## src/rtl/y86_pkg.sv

```systemverilog
// Shared Y86-64 encodings and control types for the pipeline control slice.
package y86_pkg;

  localparam logic [3:0] SBUB    = 4'h0;
  localparam logic [3:0] AOK     = 4'h1;
  localparam logic [3:0] HLT     = 4'h2;
  localparam logic [3:0] ADR     = 4'h3;
  localparam logic [3:0] INS     = 4'h4;

  localparam logic [3:0] IMRMOVQ = 4'h5;
  localparam logic [3:0] IOPQ    = 4'h6;
  localparam logic [3:0] IJXX    = 4'h7;
  localparam logic [3:0] IRET    = 4'h9;
  localparam logic [3:0] IPOPQ   = 4'hB;

  localparam logic [3:0] RNONE   = 4'hF;

  typedef enum logic [1:0] {
    ST_INIT = 2'd0,
    ST_RUN  = 2'd1,
    ST_DBG  = 2'd2,
    ST_HALT = 2'd3
  } ctrlState_t;

  // One bundle for every stage-register control plus the CC write enable.
  typedef struct packed {
    logic fStall;
    logic dStall;
    logic eStall;
    logic mStall;
    logic wStall;
    logic dBubble;
    logic eBubble;
    logic mBubble;
    logic setCc;
  } ctrlVec_t;

  // HLT, ADR and INS all stop the core; AOK and SBUB do not.
  function automatic logic is_exc(input logic [3:0] stat);
    return (stat == HLT) || (stat == ADR) || (stat == INS);
  endfunction

endpackage

```

## src/rtl/pipe_hazard.sv

```systemverilog
// Combinational hazard detection and the free-running (RUN-mode) control vector.
module pipe_hazard
  import y86_pkg::*;
(
  input  logic [3:0] dIcode,
  input  logic [3:0] dSrcA,
  input  logic [3:0] dSrcB,
  input  logic [3:0] eIcode,
  input  logic [3:0] eDstM,
  input  logic       eCnd,
  input  logic [3:0] mIcode,
  input  logic [3:0] mStat,
  input  logic [3:0] wStat,
  output logic       loadUse,
  output logic       retHaz,
  output logic       mispred,
  output ctrlVec_t   runCtrl
);

  logic mExc;
  logic wExc;

  // Hazard terms and the control vector they imply when nothing else overrides it.
  always_comb begin
    loadUse = ((eIcode == IMRMOVQ) || (eIcode == IPOPQ)) && (eDstM != RNONE) &&
              ((eDstM == dSrcA) || (eDstM == dSrcB));
    retHaz  = (dIcode == IRET) || (eIcode == IRET) || (mIcode == IRET);
    mispred = (eIcode == IJXX) && !eCnd;
    mExc    = is_exc(mStat);
    wExc    = is_exc(wStat);

    runCtrl         = '0;
    runCtrl.fStall  = loadUse || retHaz;
    runCtrl.dStall  = loadUse;
    // A load-use stall holds D, so the ret bubble must wait until the load clears.
    runCtrl.dBubble = mispred || (retHaz && !loadUse);
    runCtrl.eBubble = mispred || loadUse;
    runCtrl.mBubble = mExc || wExc;
    runCtrl.wStall  = wExc;
    runCtrl.setCc   = (eIcode == IOPQ) && !mExc && !wExc;
  end

endmodule

```

## src/rtl/pipe_ctrl.sv

```systemverilog
// Pipeline control: run-state FSM, stall/bubble gating, halt status latch and perf counters.
//
//  state   | meaning
//  --------+------------------------------------------------------------
//  ST_INIT | first cycle after reset, flush D/E/M and hold F
//  ST_RUN  | normal execution, hazard-driven controls
//  ST_DBG  | frozen by debug; a step pulse releases exactly one cycle
//  ST_HALT | exception reached W; everything held until reset
module pipe_ctrl
  import y86_pkg::*;
#(
  parameter int CNT_W = 32
) (
  input  logic             clk_i,
  input  logic             rstn_i,
  input  logic [3:0]       D_icode_i,
  input  logic [3:0]       d_srcA_i,
  input  logic [3:0]       d_srcB_i,
  input  logic [3:0]       E_icode_i,
  input  logic [3:0]       E_dstM_i,
  input  logic             e_Cnd_i,
  input  logic [3:0]       M_icode_i,
  input  logic [3:0]       m_stat_i,
  input  logic [3:0]       W_stat_i,
  input  logic             dbg_halt_req_i,
  input  logic             dbg_step_i,
  output logic             F_stall_o,
  output logic             D_stall_o,
  output logic             E_stall_o,
  output logic             M_stall_o,
  output logic             W_stall_o,
  output logic             D_bubble_o,
  output logic             E_bubble_o,
  output logic             M_bubble_o,
  output logic             set_cc_o,
  output logic [3:0]       cpu_stat_o,
  output logic             halted_o,
  output logic             dbg_halted_o,
  output logic [CNT_W-1:0] cycle_cnt_o,
  output logic [CNT_W-1:0] retired_cnt_o,
  output logic [CNT_W-1:0] stall_cnt_o
);

  ctrlState_t state;
  ctrlState_t nextState;
  ctrlVec_t   runCtrl;
  ctrlVec_t   ctrl;
  logic       loadUse;
  logic       retHaz;
  logic       mispred;
  logic       stepNow;
  logic       advance;
  logic       wExc;

  pipe_hazard uHazard (
    .dIcode  (D_icode_i),
    .dSrcA   (d_srcA_i),
    .dSrcB   (d_srcB_i),
    .eIcode  (E_icode_i),
    .eDstM   (E_dstM_i),
    .eCnd    (e_Cnd_i),
    .mIcode  (M_icode_i),
    .mStat   (m_stat_i),
    .wStat   (W_stat_i),
    .loadUse (loadUse),
    .retHaz  (retHaz),
    .mispred (mispred),
    .runCtrl (runCtrl)
  );

  assign wExc    = is_exc(W_stat_i);
  assign stepNow = (state == ST_DBG) && dbg_step_i;
  assign advance = (state == ST_INIT) || (state == ST_RUN) || stepNow;

  // State register.
  always_ff @(posedge clk_i or negedge rstn_i) begin
    if (!rstn_i) state <= ST_INIT;
    else         state <= nextState;
  end

  // Next state: an exception beats a debug request; a step that retires an exception halts.
  always_comb begin
    nextState = state;
    unique case (state)
      ST_INIT: nextState = ST_RUN;
      ST_RUN: begin
        if (wExc)                nextState = ST_HALT;
        else if (dbg_halt_req_i) nextState = ST_DBG;
      end
      ST_DBG: begin
        if (stepNow && wExc)     nextState = ST_HALT;
        else if (!dbg_halt_req_i) nextState = ST_RUN;
      end
      ST_HALT: nextState = ST_HALT;
      default: nextState = ST_INIT;
    endcase
  end

  // Output gating: the hazard vector only reaches the stage regs on advance cycles.
  always_comb begin
    ctrl = '0;
    unique case (state)
      ST_INIT: begin
        ctrl.fStall  = 1'b1;
        ctrl.dBubble = 1'b1;
        ctrl.eBubble = 1'b1;
        ctrl.mBubble = 1'b1;
      end
      ST_RUN: ctrl = runCtrl;
      ST_DBG: begin
        if (dbg_step_i) begin
          ctrl = runCtrl;
        end else begin
          ctrl.fStall = 1'b1;
          ctrl.dStall = 1'b1;
          ctrl.eStall = 1'b1;
          ctrl.mStall = 1'b1;
          ctrl.wStall = 1'b1;
        end
      end
      ST_HALT: begin
        ctrl.fStall = 1'b1;
        ctrl.dStall = 1'b1;
        ctrl.eStall = 1'b1;
        ctrl.mStall = 1'b1;
        ctrl.wStall = 1'b1;
      end
      default: ctrl = '0;
    endcase
  end

  assign F_stall_o    = ctrl.fStall;
  assign D_stall_o    = ctrl.dStall;
  assign E_stall_o    = ctrl.eStall;
  assign M_stall_o    = ctrl.mStall;
  assign W_stall_o    = ctrl.wStall;
  assign D_bubble_o   = ctrl.dBubble;
  assign E_bubble_o   = ctrl.eBubble;
  assign M_bubble_o   = ctrl.mBubble;
  assign set_cc_o     = ctrl.setCc;
  assign halted_o     = (state == ST_HALT);
  assign dbg_halted_o = (state == ST_DBG);

  // Capture the offending W status on the single cycle that enters HALT.
  always_ff @(posedge clk_i or negedge rstn_i) begin
    if (!rstn_i)                                        cpu_stat_o <= AOK;
    else if ((nextState == ST_HALT) && (state != ST_HALT)) cpu_stat_o <= W_stat_i;
  end

  // Performance counters advance only when the pipeline actually moves.
  always_ff @(posedge clk_i or negedge rstn_i) begin
    if (!rstn_i) begin
      cycle_cnt_o   <= '0;
      retired_cnt_o <= '0;
      stall_cnt_o   <= '0;
    end else if (advance) begin
      cycle_cnt_o <= cycle_cnt_o + CNT_W'(1);
      if (W_stat_i == AOK)              retired_cnt_o <= retired_cnt_o + CNT_W'(1);
      if (loadUse || retHaz || mispred) stall_cnt_o   <= stall_cnt_o + CNT_W'(1);
    end
  end

endmodule

```

## config.mk

```make
export PLATFORM = sky130hd
export DESIGN_NAME = pipe_ctrl
export DESIGN_NICKNAME = d
export VERILOG_FILES = /design/src/rtl/y86_pkg.sv /design/src/rtl/pipe_hazard.sv /design/src/rtl/pipe_ctrl.sv
export SDC_FILE = /design/constraint.sdc
export NUM_CORES = 1
export LEC_CHECK = 0
export ABC_AREA = 0
export CORE_MARGIN = 2
export CORE_UTILIZATION = 44
export CTS_BUF_LIST = sky130_fd_sc_hd__clkbuf_4
export DETAILED_ROUTE_END_ITERATION = 12
export PLACE_DENSITY = 0.78
export SLEW_MARGIN = 10
export SYNTH_ARGS = -nofsm -noshare
export SYNTH_HDL_FRONTEND = slang
export SYNTH_SLANG_ARGS = --single-unit
```

## constraint.sdc

```tcl
create_clock -name clk_i -period 2.1 [get_ports clk_i]
set_input_delay 0.63 -clock clk_i [delete_from_list [all_inputs] [get_ports clk_i]]
set_output_delay 0.63 -clock clk_i [all_outputs]
set_load 0.01 [all_outputs]
```

# After elaboration in Yosys (flattened, before gate mapping)
# Index checks and enable logic that the tools add are counted.
# op_classes
addsub,3
eq_ne,22
n_mux,11
reduce_logical,32
# ops
cell,count
32-bit by 1-bit adder with 32-bit output (second input constant),3
4-bit by 3-bit equality test with 1-bit output (second input constant),5
4-bit by 2-bit equality test with 1-bit output (second input constant),4
4-bit equality test (second input constant),4
1-bit logical OR,15
4-bit case mux with 3 select lines,1
1-bit logical AND,9
3-bit case mux with 3 select lines,1
4-bit equality test,2
2-bit 2-to-1 mux,4
2-bit case mux with 4 select lines,1
2-bit equality test (second input constant),3
5-bit 2-to-1 mux,1
4-bit by 1-bit equality test with 1-bit output (second input constant),1
1-bit logical NOT,4
4-bit 2-to-1 mux,1
4-bit inequality test (second input constant),1
2-bit AND reduction,2
1-bit case mux with 3 select lines,1
2-bit by 1-bit equality test with 1-bit output (second input constant),1
2-bit logical NOT,1
2-bit inequality test (second input constant),1
1-bit case mux with 2 select lines,1
2-bit OR reduction,1
# word_totals
register_bits,102
out_inout_bits,111
elab_cells,73

# Depth between registers and ports, before layout
# depth
depth_word,9
ltp_mapped,10

# Hierarchy
# From an unflattened synthesis, not the netlist that was laid out.
# hier_totals
hier_cells,477
hier_area_um2,5042.3
# by_module_without_submodules
mod,n_inst,cells_each,area_per_inst_um2,seq_area_each_um2
pipe_ctrl,1,438,4770.8,2553.7
pipe_hazard,1,39,271.5,0.0

# Worst setup path before layout
# OpenSTA, ideal clock, no wires.
# synth_path
path_type,reg2reg
from,register state[0]
to,register cycle_cnt_o[19]
setup_ns,0.127
arrival_ns,2.085
required_ns,1.973
setup_slack_ns,-0.112
path_stages_with_launch,11
period_less_slack_ns,2.212
cell_sequence,dfrtp_1 > inv_1 > ha_1 > buf_6 > a211o_4 > and4_4 > buf_6 > nor2b_4 > nor2b_4 > and3_4 > xor2_1
# synth_via
elab_chain_cells,3
elab_cells_between_ends,6
# synth_lines
element,line,rtl
from (decl),pipe_ctrl.sv:44,ctrlState_t state;
from (signal assigned),pipe_ctrl.sv:78,else state <= nextState;
2-bit equality test,--,
via dbg_halted_o,pipe_ctrl.sv:38,"output logic dbg_halted_o,"
1-bit logical AND,pipe_ctrl.sv:72,assign stepNow = (state == ST_DBG) && dbg_step_i;
1-bit logical OR,pipe_ctrl.sv:73,assign advance = (state == ST_INIT) || (state == ST_RUN) || stepNow;
to (signal assigned),pipe_ctrl.sv:157,cycle_cnt_o <= cycle_cnt_o + CNT_W'(1);
to (decl),pipe_ctrl.sv:39,"output logic [CNT_W-1:0] cycle_cnt_o,"
# The timed path passes the listed nets, and every way through them passes these cells.
# A chain may end at the register's enable or synchronous reset.

# Final worst setup path
# layout_path
from,input E_icode_i[1]
to,output D_bubble_o
# layout_via
elab_chain_cells,9
elab_cells_between_ends,15
# layout_lines
element,line,rtl
from (decl),pipe_ctrl.sv:19,"input logic [3:0] E_icode_i,"
4-bit by 3-bit equality test with 1-bit output or 4-bit equality test (tied branches),pipe_hazard.sv:25,loadUse = ((eIcode == IMRMOVQ) || (eIcode == IPOPQ)) && (eDstM != RNONE) &&
1-bit logical OR,pipe_hazard.sv:25,
1-bit logical AND (2 in a row),pipe_hazard.sv:25,
1-bit logical NOT,pipe_hazard.sv:36,runCtrl.dBubble = mispred || (retHaz && !loadUse);
1-bit logical AND,pipe_hazard.sv:36,
1-bit logical OR *,pipe_hazard.sv:36,
4-bit 2-to-1 mux,pipe_ctrl.sv:111,if (dbg_step_i) begin
3-bit case mux with 3 select lines *,pipe_ctrl.sv:102,unique case (state)
to (decl),pipe_ctrl.sv:32,"output logic D_bubble_o,"
# Every way passes the cells marked *; elsewhere a longest branch is shown, timed or not.

==> key figures <==
Drt
  – Number of DRC markers in iteration 0: 227
  – DRC: 0
  – Routed Antenna Nets: 0
  – Vias: 4723
  – Drt total wl: 15.0 mm
  – Drt first pass iters: 5
  – Via-to-Cell Ratio: 5.17
  – Routed WL per cell: 16.4 um

Clock network
  – CTS tree: done
  – Total number of H-tree levels: 3
  – CTS sink count: 102
  – Hold-fix buffers at CTS: 0
  – Root Buffer: clkbuf_4
  – Max Root-Sink Buffers: 2
  – Later-pin clock latency in the skew report: 0.47 ns
  – Clock Pin Slew Worst Setup and Hold Paths: 0.17 ns
  – Number of buffers created by CTS: 9

Place
  – Detailed Place HPWL: 9.13 mm
  – Routability cong.: 0.809
  – Post-placement cell count: 777
  – PortBufs: 147

Global routing
  – Initial antenna violation count: 0
  – Pin count of the biggest net entering global routing: 55
  – Global-route wire length before repair: 22.5 mm
  – Vias in the first global route: 4763
  – GRT Overall Usage: 23.9%
  – GRT overflow: 0

Timing
  – Period utilization: 119%
  – Post-route minimum period: 2.50 ns
  – Worst Setup Slack, final: -0.400 ns
  – Final Setup Violations: 23
  – F_max: 400 MHz
  – Final Hold Vio Count: 0
  – Worst slew margin: 74.0%
  – Pins Over Slew Limit: 0
  – RSZ-0062 raised after global routing: true
  – Hold WS: 0.126 ns
  – Clk_skew: 0.0294 ns
  – Worst Tran Pin Value: 0.388 ns

Status
  – Failing checks: negative setup slack
  – Status: complete, but fails checks

Min path
  – Hold/Removal Path Class: in2async

Layout
  – Most frequent cells in the layout: 148 x buf_4, 91 x dfrtp_1, 75 x xnor2_1
  – Final Util: 76.5%
  – Layout area overhead: 68.0%
  – Nets: 813
  – Share of post-route cells with drive strength above 1: 38.2%
  – Diodes inserted: 0
  – Commonest non-fill, non-tap cell in the layout: buf_4
  – Non-Filler Instances: 913

Floorplan
  – Starting Density: 45.5%
  – Chip height: 110 um
  – I/O pins: 148
  – Die X: 110 um
  – Total core area: 10900 um^2
  – Rows: 38
  – Die ar.: 12200 um^2

Power
  – Design Power: 6.27 mW
  – Pleak: 4.59 nW
  – Maximum vdd drop: 0.000730 V
  – PwrDens: 750 nW/um^2

Synthesis
  – Synth area leaders: dfrtp_1 51%, xnor2_1 14%, nand4_1 4.4%
  – FFs w/ async S/R, synth: 100%
  – Post-Syn Area: 4980 um^2
  – Synth unique cells: 45
  – Post-synth top area share: 50.8%
  – Yosys reg bits: 102
  – Seq/Total Area, Yosys: 51.3%
  – Post-synth EDFFs: 0
  – Mapped Nets: 502
  – Post-synth top area cell: dfrtp_1
  – Synth Warn #: 0
  – Syn_area_per_cell: 10.9 um^2
  – Cells after Synth: 457
  – Top FF cell, synth: dfrtp_1

Worst setup path
  – Worst-path maximum fanout: 3
  – Worst Setup End Kind: output port
  – Startpoint Class: input pin
  – Kind of critical path: in2out
  – CP Data Required Time: 1.47 ns
  – Slowest stage delay, CP: 0.27 ns
  – Crit-path most repeated cell: nor3_2
  – Crit path cell chain: buf_8 > and3b_1 > o211ai_1 > a21oi_2 > buf_4 > nor2b_4 > nor3_2 > nor3_2 > buf_2
  – Reg-to-reg startpoint: state[1]$_DFF_PN0_
  – Slowest stage cell, crit path: o211ai_1
  – Worst path arrival time: 1.87 ns
  – Crit. Startpoint: E_icode_i[1]

Job
  – Max cap viols: 0
## flip-flops by register name, indices dropped and copies added, names as in the netlist
| signal | flops |
|---|---|
| cycle_cnt_o | 32 |
| retired_cnt_o | 32 |
| cpu_stat_o | 4 |
| stall_cnt_o | 32 |
| state | 2 |
## critical path: cells and delay by family
| kind | cells | cell delay, ns |
|---|---|---|
| buffers and inverters | 3 | 0.43 |
| AND/OR/NAND/NOR | 4 | 0.44 |
| AO/OA/AOI/OAI | 2 | 0.36 |
## synthesized netlist by cell type (2+ instances only)
cell and n:
a211oi_1 2, a21oi_1 8, and2_1 4, and3_1 20
and4_1 10, buf_2 4, buf_6 2, clkbuf_1 4
dfrtp_1 101, ha_1 8, inv_1 8, mux2_2 6
mux2i_1 2, nand2_1 41, nand2b_1 4, nand3_1 30
nand4_1 35, nor2_1 28, nor2b_1 2, nor2b_4 2
nor3_1 7, nor3b_1 2, nor4bb_1 3, o211ai_1 2
o21ai_0 3, xnor2_1 78, xor2_1 23
## kinds of logic after synthesis
| group | after synthesis | synth area share (%) |
|---|---|---|
| simple gates | 198 | 22.4 |
| xor+xnor | 101 | 17.8 |
| compound gates | 19 | 2.54 |
| mux | 8 | 1.76 |
| fa+ha+maj | 9 | 2.21 |
| flops | 102 | 51.3 |
| buf+inv | 20 | 1.99 |
## area by class of cell
cell class / count / area, um^2
Timing Repair Buffer: 312 / 2790
Multi-Input combinational cell: 335 / 2660
Inverter: 8 / 35.0
Clock inverter: 7 / 62.6
Sequential cell: 102 / 2570
Tap cell: 140 / 175
Fill cell: 699 / 2570
Clock buffer: 9 / 67.6
## power breakdown
| group | total (mW) | internal, mW | switching (mW) |
|---|---|---|---|
| Sequential | 2.34 | 2.18 | 0.158 |
| Combinational | 2.93 | 1.60 | 1.33 |
| Clock | 0.995 | 0.272 | 0.723 |
## final timing paths
check                                                 to  slack (ns)  cells after the start
min                        retired_cnt_o[25]$_DFFE_PN0P_        0.13                      2
max reg2reg                  cycle_cnt_o[19]$_DFFE_PN0P_       -0.06                     10
max in group asynchronous    cycle_cnt_o[10]$_DFFE_PN0P_        1.67                      2
min reg2reg                  stall_cnt_o[29]$_DFFE_PN0P_        0.51                      1
min in group clk_i             cpu_stat_o[2]$_DFFE_PN0P_        0.49                      2
max                                           D_bubble_o       -0.40                      9
## stage by stage
stage / setup TNS, ns / setup WS (ns) / instance area (um^2)
4_1_cts: -2.78 / -0.465 / 7880
6_report: -3.04 / -0.400 / 8360
3_5_place_dp: -49.78 / -1.26 / 6940
3_3_place_gp: -46.45 / -1.18 / 6940
2_1_floorplan: -0.0585 / -0.0418 / 4990
5_1_grt: -6.43 / -0.472 / 8360
## metal layers
metal | track usage [%] | share of wire [%] | up-vias | routed length (um)
li1 | - | - | 2210 | -
met1 | 27.8 | 39 | 2315 | 5790
met2 | 42.9 | 53 | 169 | 7990
met3 | 5.94 | 5.9 | 29 | 879
met4 | 7.95 | 1.9 | 0 | 289
met5 | 0 | 0 | - | 0
## repair_timing
item                                    in CTS  in global routing
cloned                                       0                  0
pin swaps                                   38                 43
endpoints found under the setup margin     158                129
buffers inserted                            88                 34
resized for setup                          192                 93
hold endpoints to repair                     0                  0
(Power assumes the default switching activity.)
